$ cat src/rtl/mips_debug_pkg.sv
// Shared constants and types for the debug trace capture block.
package mips_debug_pkg;

  localparam logic [7:0] HEADER_BYTE = 8'hA5;
  localparam int         FRAME_BYTES = 13;
  localparam int         REC_W       = 96;

  typedef enum logic {
    ST_IDLE = 1'b0,
    ST_SEND = 1'b1
  } ser_state_e;

endpackage

$ cat src/rtl/trace_fifo.sv
// Synchronous record FIFO. Head is read combinationally. A push while full
// is still accepted when a pop happens in the same cycle.
module trace_fifo #(
  parameter int DEPTH  = 8,
  parameter int WIDTH  = 96,
  parameter int ADDR_W = 3
) (
  input  logic              clock,
  input  logic              reset,
  input  logic              push,
  input  logic [WIDTH-1:0]  din,
  input  logic              pop,
  output logic [WIDTH-1:0]  dout,
  output logic              full,
  output logic              empty,
  output logic [ADDR_W:0]   count
);

  localparam logic [ADDR_W:0] DEPTH_CNT = (ADDR_W+1)'(DEPTH);

  logic [WIDTH-1:0]  mem_q [DEPTH];
  logic [ADDR_W-1:0] wr_ptr_q, wr_ptr_d;
  logic [ADDR_W-1:0] rd_ptr_q, rd_ptr_d;
  logic [ADDR_W:0]   count_q, count_d;
  logic              push_ok;
  logic              pop_ok;

  assign full  = (count_q == DEPTH_CNT);
  assign empty = (count_q == '0);
  assign count = count_q;
  assign dout  = mem_q[rd_ptr_q];

  // Accept logic and pointer/count update; pointers wrap naturally
  always_comb begin
    pop_ok   = pop && !empty;
    push_ok  = push && (!full || pop_ok);
    wr_ptr_d = wr_ptr_q;
    rd_ptr_d = rd_ptr_q;
    count_d  = count_q;
    if (push_ok) wr_ptr_d = wr_ptr_q + 1'b1;
    if (pop_ok)  rd_ptr_d = rd_ptr_q + 1'b1;
    if (push_ok && !pop_ok)      count_d = count_q + 1'b1;
    else if (pop_ok && !push_ok) count_d = count_q - 1'b1;
  end

  // Pointer and occupancy registers
  always_ff @(posedge clock or negedge reset) begin
    if (!reset) begin
      wr_ptr_q <= '0;
      rd_ptr_q <= '0;
      count_q  <= '0;
    end else begin
      wr_ptr_q <= wr_ptr_d;
      rd_ptr_q <= rd_ptr_d;
      count_q  <= count_d;
    end
  end

  // Storage array; contents need no reset since count gates visibility
  always_ff @(posedge clock) begin
    if (push_ok) mem_q[wr_ptr_q] <= din;
  end

endmodule

$ cat src/rtl/mips_trace_capture.sv
// Captures one {pc, alu, mem} record per PC change, buffers it and streams
// 13-byte frames (header + 12 data bytes, MSB first) on a valid/ready port.
//
// state   | meaning
// IDLE    | no frame in flight, waiting for a buffered record
// SEND    | frame in flight, byte_idx selects the byte on out_data
module mips_trace_capture
  import mips_debug_pkg::*;
#(
  parameter int         DEPTH  = 8,
  parameter int         ADDR_W = 3,
  parameter logic [7:0] HEADER = HEADER_BYTE
) (
  input  logic              clock,
  input  logic              reset,
  input  logic              enable,
  input  logic [31:0]       pc_in,
  input  logic [31:0]       alu_in,
  input  logic [31:0]       mem_in,
  output logic [7:0]        out_data,
  output logic              out_valid,
  input  logic              out_ready,
  output logic              out_last,
  output logic [ADDR_W:0]   fifo_count,
  output logic              overflow,
  output logic [15:0]       dropped_count
);

  localparam logic [3:0] LAST_IDX = 4'(FRAME_BYTES - 1);

  ser_state_e        state_q, state_d;
  logic [REC_W-1:0]  rec_q, rec_d;
  logic [3:0]        byte_idx_q, byte_idx_d;
  logic [31:0]       last_pc_q, last_pc_d;
  logic              first_q, first_d;
  logic              overflow_q, overflow_d;
  logic [15:0]       dropped_q, dropped_d;

  logic              capture;
  logic              pop;
  logic              drop;
  logic [REC_W-1:0]  fifo_dout;
  logic              fifo_full;
  logic              fifo_empty;

  trace_fifo #(
    .DEPTH  (DEPTH),
    .WIDTH  (REC_W),
    .ADDR_W (ADDR_W)
  ) u_fifo (
    .clock (clock),
    .reset (reset),
    .push  (capture),
    .din   ({pc_in, alu_in, mem_in}),
    .pop   (pop),
    .dout  (fifo_dout),
    .full  (fifo_full),
    .empty (fifo_empty),
    .count (fifo_count)
  );

  // Capture detection and drop accounting
  always_comb begin
    capture    = enable && (first_q || (pc_in != last_pc_q));
    drop       = capture && fifo_full && !pop;
    last_pc_d  = capture ? pc_in : last_pc_q;
    first_d    = capture ? 1'b0 : first_q;
    overflow_d = overflow_q | drop;
    dropped_d  = dropped_q;
    if (drop && (dropped_q != 16'hFFFF)) dropped_d = dropped_q + 16'd1;
  end

  // Serializer next state; a new record is loaded only on the last byte
  // transfer or from IDLE so the stream never shows a bubble mid-burst
  always_comb begin
    state_d    = state_q;
    rec_d      = rec_q;
    byte_idx_d = byte_idx_q;
    pop        = 1'b0;
    case (state_q)
      ST_IDLE: begin
        if (!fifo_empty) begin
          pop        = 1'b1;
          rec_d      = fifo_dout;
          byte_idx_d = '0;
          state_d    = ST_SEND;
        end
      end
      ST_SEND: begin
        if (out_ready) begin
          if (byte_idx_q == LAST_IDX) begin
            if (!fifo_empty) begin
              pop        = 1'b1;
              rec_d      = fifo_dout;
              byte_idx_d = '0;
            end else begin
              state_d = ST_IDLE;
            end
          end else begin
            byte_idx_d = byte_idx_q + 4'd1;
            // header does not consume record bits
            if (byte_idx_q != 4'd0) rec_d = rec_q << 8;
          end
        end
      end
      default: state_d = ST_IDLE;
    endcase
  end

  // Outputs derive from registered state, so they hold while stalled
  always_comb begin
    out_valid     = (state_q == ST_SEND);
    out_last      = out_valid && (byte_idx_q == LAST_IDX);
    out_data      = 8'h00;
    if (out_valid) out_data = (byte_idx_q == 4'd0) ? HEADER : rec_q[REC_W-1 -: 8];
    overflow      = overflow_q;
    dropped_count = dropped_q;
  end

  // State registers
  always_ff @(posedge clock or negedge reset) begin
    if (!reset) begin
      state_q    <= ST_IDLE;
      rec_q      <= '0;
      byte_idx_q <= '0;
      last_pc_q  <= '0;
      first_q    <= 1'b1;
      overflow_q <= 1'b0;
      dropped_q  <= '0;
    end else begin
      state_q    <= state_d;
      rec_q      <= rec_d;
      byte_idx_q <= byte_idx_d;
      last_pc_q  <= last_pc_d;
      first_q    <= first_d;
      overflow_q <= overflow_d;
      dropped_q  <= dropped_d;
    end
  end

endmodule

$ cat config.mk
export PLATFORM = sky130hd
export DESIGN_NAME = mips_trace_capture
export DESIGN_NICKNAME = d
export VERILOG_FILES = /design/src/rtl/mips_debug_pkg.sv /design/src/rtl/trace_fifo.sv /design/src/rtl/mips_trace_capture.sv
export SDC_FILE = /design/constraint.sdc
export NUM_CORES = 1
export LEC_CHECK = 0
export ABC_AREA = 0
export BUFFER_PORTS_ARGS = -buffer_cell sky130_fd_sc_hd__buf_2
export CAP_MARGIN = 10
export CORE_MARGIN = 4
export CORE_UTILIZATION = 45
export DETAILED_ROUTE_END_ITERATION = 10
export MAX_ROUTING_LAYER = met4
export PLACE_DENSITY = 0.62
export SYNTH_ARGS = -nofsm -noshare
export SYNTH_HDL_FRONTEND = slang
export SYNTH_SLANG_ARGS = --single-unit
$ cat constraint.sdc
create_clock -name clock -period 23.5 [get_ports clock]
set_input_delay 2.35 -clock clock [delete_from_list [all_inputs] [get_ports clock]]
set_output_delay 2.35 -clock clock [all_outputs]
set_load 0.01 [all_outputs]
* Word-level counts from Yosys, hierarchy flattened
Memory sizes are Yosys's and may differ from the RTL's.
Index checks and enable logic that the tools add are counted.
** Storage, ports and cells
- Memory bits (writable) :: 768
- Memories :: 1
- Register bits after elaboration :: 161
- Bits of input ports :: 100
** Memories
- u_fifo.mem_q :: words 8, bits a word 96, rd ports 1, clocked after Yosys merged registers in 0, write ports 1, RTL line trace_fifo.sv:21 : logic [WIDTH-1:0] mem_q [DEPTH];
** Operators by class
- Bitwise gates (word level) :: 2
- Reduce and logical (&&, ||, !) cells :: 21
- Eq/ne operators :: 6
- Multiplexer cells :: 22
- Add/sub/neg operators :: 6
** Operators with widths (number)
- two-way mux 96 bit :: 4
- one-hot mux 96 bit (2 select lines) :: 1
- != test 32 bit :: 1
- two-way mux 4 bit :: 5
- adder 16 x 1 -> 16 bit, second input constant :: 1
- two-way mux 8 bit :: 2
- != test 16 bit, second input constant :: 1
- logical AND 1 bit :: 9
- adder 4 x 1 -> 4 bit, second input constant :: 2
- equality test 4 bit, second input constant :: 2
- zero test 4 bit :: 2
- one-hot mux 4 bit (2 select lines) :: 1
- two-way mux 1 bit :: 7
- adder 3 x 1 -> 3 bit, second input constant :: 2
- zero test 1 bit :: 5
- one-hot mux 1 bit (2 select lines) :: 2
- nonzero test 4 bit :: 1
- subtractor 4 x 1 -> 4 bit, second input constant :: 1
- != test 3 x 1 -> 1 bit, second input constant :: 1
- logical OR 1 bit :: 2
- != test 2 bit, second input constant :: 1
- AND reduction 2 bit :: 1
- nonzero test 2 bit :: 1
- NOT 1 bit :: 1
- bitwise OR 1 bit :: 1

* Longest topological paths before layout
- Word-level depth :: 12
- Mapped depth :: 15
- Mapped depth without buffers :: 14

* Modules after synthesis
A second synthesis with hierarchy kept.
** Second synthesis, totals
- Cell total of the unflattened synthesis :: 1830
- Area total of the unflattened synthesis :: 36253.5 µm²
** By module, submodules not included
- trace_fifo :: seq. area each 23312.4 µm², instances 1, cells an instance 1173, area an instance 29478.3 µm²
- mips_trace_capture :: seq. area each 3779.9 µm², instances 1, cells an instance 657, area an instance 6775.2 µm²

* Least setup slack after synthesis
OpenSTA, ideal clock, no wires.
- Path kind :: input -> register
- Start point :: input port enable
- End point :: memory u_fifo.mem_q[2][0] (enable)
- Arrival time :: 13.134 ns
- Path slack :: 9.545 ns
- Buffers on the path :: 2
- Stages on the path :: 5
- Data required time :: 22.679 ns
- Setup time :: 0.821 ns
- Path through :: clkbuf_1 -> o31ai_4 -> or2b_1 -> buf_4 -> nor4b_1
** Between the ends
- Cells in the longest elaborated chain, start to end :: 4
** RTL lines
- from (decl) :: RTL line mips_trace_capture.sv:16 : input logic enable,
- logical AND 1 bit :: RTL line mips_trace_capture.sv:64 : capture = enable && (first_q || (pc_in != last_pc_q));
- logical AND 1 bit :: RTL line trace_fifo.sv:36 : push_ok = push && (!full || pop_ok);
- two-way mux 1 bit :: RTL line trace_fifo.sv:61 : if (push_ok) mem_q[wr_ptr_q] <= din;
- two-way mux 1 bit (not written as such) :: RTL line trace_fifo.sv:61
- to (decl) :: RTL line trace_fifo.sv:21
No other way between the ends.

* Worst setup path after layout
- Start point :: input port pc_in[0]
- End point :: memory u_fifo.mem_q[1][57] (enable)
** Between the ends
- Cells in the longest elaborated chain, start to end :: 6
** RTL lines
- from (decl) :: RTL line mips_trace_capture.sv:17 : input logic [31:0] pc_in,
- != test 32 bit :: RTL line mips_trace_capture.sv:64
- logical OR 1 bit :: RTL line mips_trace_capture.sv:64
- logical AND 1 bit :: RTL line mips_trace_capture.sv:64
- logical AND 1 bit :: RTL line trace_fifo.sv:36
- two-way mux 1 bit :: RTL line trace_fifo.sv:61
- two-way mux 1 bit (not written as such) :: RTL line trace_fifo.sv:61
No other way between the ends.

==> impl_metrics.py <==
metrics = {
    "die": {
        "die-area_sq_um": 84830,
        "ios": 131,
        "coreArea_sq_um": 79260,
        "start_util_pct": 45.55,
        "die_h_microns": 291.3,
        "rows": 103,
        "dieWidth_microns": 291.3,
    },
    "worst_setup_path": {
        "cp-start-kind": "input port",
        "critPathRequiredTime_ns": 23.76,
        "worstSetupStartpoint": "pc_in[0]",
        "ff2ff_path_depth": 8,
        "critical_path_class": "input port to flop",
        "worstPathArrival_ns": 5.64,
        "r2r_start": "byte_idx_q[1]",
        "worst_r2r_endpoint": "u_fifo.mem_q[1][57]",
        "endpoint_kind": "flop",
        "cp_max_fo": 50,
        "ff2ff_setup_slack_ns": 19.51,
    },
    "flow_run": {
        "drv_cap": 0,
    },
    "yosys": {
        "synth_cell_types": 47,
        "synthSimpleGateAreaFrac_pct": 2.599,
        "syn_nets": 1939,
        "synthAdderAreaFrac_pct": 0.3327,
        "synth_edf_count": 768,
        "synthMuxAreaShare_pct": 16.06,
        "ys_warn_count": 0,
        "synthXorXnorAreaFrac_pct": 1.359,
        "synth_top_cell_area_share_pct": 63.88,
        "synth.most_common_cell": "edfxtp_1",
        "ys_async_sr_fraction_pct": 17.33,
        "ys_seq_area_share_pct": 75.04,
        "synth_top_family_by_area": "multiplexers",
        "synthTopCellsByCount": "768 x edfxtp_1, 192 x mux4_2, 160 x dfrtp_1",
        "synthCells": 1830,
        "synth_seq_cells": 929,
        "synth_area_sq_um": 36100,
        "synth_top_area_cell": "edfxtp_1",
        "synth_area_leaders": "edfxtp_1 64%, mux4_2 12%, dfrtp_1 11%",
        "yosys_most_used_dff": "edfxtp_1",
        "avgSynthCellArea_sq_um": 19.73,
        "synth_compound_area_share_pct": 3.168,
    },
    "timing": {
        "slew_violations": 0,
        "final-setup-viol-count": 0,
        "timing.final.ws_setup_ns": 18.12,
        "rsz0062_at_grt": "false",
        "hold_viol_final": 0,
        "worstMarginPinSlew_ns": 1.145,
        "max_freq_mhz": 185.8,
        "fin_crit_sh_pct": 22.90,
        "fin_setup_tns_ns": 0,
        "period_minus_slack_ns": 5.383,
        "fin_skew_ns": 0.02625,
        "max_slew_margin_pct": 23.69,
    },
    "worst_hold_path": {
        "min_delay_path_depth": 1,
        "hp-class": "flop to flop",
        "min_to": "overflow",
        "worstHoldStart": "overflow",
    },
    "global_route": {
        "grt_max_degree": 125,
        "overflow": 0,
        "track_usage_pct": 19.27,
        "first_global_vias": 18841,
        "grt_antenna_before_repair": 22,
        "grt_pass1_wl_microns": 120000,
    },
    "power": {
        "vdd_ir_drop_max_v": 0.00007125,
        "swShare_pct": 27.85,
        "p_seq_share_pct": 47.0,
        "p_per_area_nw_per_um2": 116.1,
        "p_sw_mw": 1.324,
        "clkPwrFrac_pct": 30.0,
        "p_int_mw": 3.430,
        "pwr-share-comb_pct": 22.9,
        "p_leak_nw": 13.67,
    },
    "cts": {
        "root_buffer": "clkbuf_16",
        "post_cts_buffers": 0,
        "clock_latency_ns": 0.64,
        "clk_pin_slew_ns": 0.06,
        "htreeDepth": 3,
        "cts_tree": "built",
        "cts-resized-gates": 0,
        "numCtsBuffers": 92,
        "cts.sinks": 929,
        "cts_buffer_depth": 3,
        "cts_hold_buf": 0,
    },
    "cells_and_area": {
        "area_growth_pct": 13.42,
        "fillers": 6251,
        "layout-drive-gt1-share_pct": 31.15,
        "final_area_sq_um": 40950,
        "layout.nets": 2093,
    },
    "routing": {
        "wl_per_cell_microns": 25.34,
        "dr.pass1.iters": 5,
        "detail-route-antenna-nets": 0,
        "via_count": 17756,
        "viasPerCell": 5.686,
        "drt-total-wl_microns": 79150,
        "first_iter_violations": 1268,
        "drc_errors": 0,
    },
    "placed_design": {
        "hpwlAfterDp_microns": 42630,
        "pre_cts_ws_ns": 17.40,
        "io_buffer_count": 130,
        "gp_congestion": 0.7457,
        "placed_area_sq_um": 37950,
    },
    "run_status": {
        "status": "finished clean",
    },
}
[sequential cells by signal (all words and copies together) (netlist names), 3 cells and up]
register,cells
byte_idx_q,4
last_pc_q,32
u_fifo.mem_q,768
u_fifo.count,4
rec_q,96
u_fifo.wr_ptr_q,3
u_fifo.rd_ptr_q,3
dropped_count,16
[power groups by stage]
stage	clock [mW]	sequential, mW	combinational (mW)
6_report	1.43	2.24	1.09
5_1_grt	1.53	2.26	1.19
2_1_floorplan	0	2.24	0.825
3_5_place_dp	0	2.27	1.11
3_3_place_gp	0	2.26	1.10
4_1_cts	1.46	2.24	1.11
[per-stage QoR]
stage               util (%)  hold WS [ns]  power (mW)  std cells
floorplan                  -        0.4502       3.066       1830
global placement       47.89        0.4561       3.355       2940
detailed placement     47.89        0.4606       3.380       2940
CTS                    51.63        0.4794       4.814       3111
global route           51.66        0.5022       4.980       3122
finish                 51.67        0.4755       4.755       3123
[cells by family after synthesis]
group           Yosys count
flops                   929
mux                     324
simple gates            200
compound gates          198
buf+inv                 114
xor+xnor                 56
fa+ha+maj                 9
[placed cells by master (no fill, tap or decap), drive strengths merged, types with 6 or more instances in the layout]
cell / Yosys / layout
a21oi: 90 / 90
and3: 6 / 6
buf: 49 / 162
clkbuf: 54 / 135
clkinv: 1 / 29
dfrtp: 160 / 160
diode: 0 / 12
edfxtp: 768 / 768
ha: 8 / 8
inv: 10 / 14
mux2: 123 / 123
mux2i: 9 / 9
mux4: 192 / 192
nand2: 32 / 32
nand3: 10 / 10
nand4: 6 / 6
nor2: 106 / 106
nor3: 14 / 14
nor4: 10 / 10
o21ai: 12 / 12
o22ai: 88 / 88
xnor2: 12 / 12
xor2: 44 / 44
[cell type report]
cell class	instances	area, sq um	area share [%]
clock inverter	37	304.0	0.7425
timing repair buffer	163	919.6	2.246
tap	1050	1314	3.208
multi-input combinational	787	8574	20.94
sequential	929	27100	66.19
inverter	11	41.29	0.1008
antenna	12	30.03	0.07333
clock buffer	134	2663	6.502
[worst max-delay path, stage by stage]
cell     delay, ns
buf_2         0.19
xor2_1        0.33
nor4_1        0.12
nand4_1       0.19
o31ai_4       0.11
or2b_1        0.47
nor4b_2       0.30
buf_4         0.67
buf_4         0.86
[worst max-delay path by stage]
stage	end	slack [ns]	cells past startpoint
2_1_floorplan	u_fifo.mem_q[2][0]	9.55	5
3_3_place_gp	u_fifo.count[3]	17.45	15
3_5_place_dp	u_fifo.mem_q[1][57]	17.40	9
4_1_cts	u_fifo.mem_q[1][65]	18.06	9
5_1_grt	u_fifo.mem_q[1][57]	17.92	9
6_report	u_fifo.mem_q[1][57]	18.12	9
[routing by layer]
metal	share of wire [%]	wire, microns	vias up	GRT usage, %
li1	-	-	7724	-
met1	43	34040	9459	25.89
met2	49	39060	457	30.63
met3	5.6	4456	116	3.708
met4	2.0	1598	0	5.121
met5	0	0	-	-
Power figures use the tool's default switching activity.
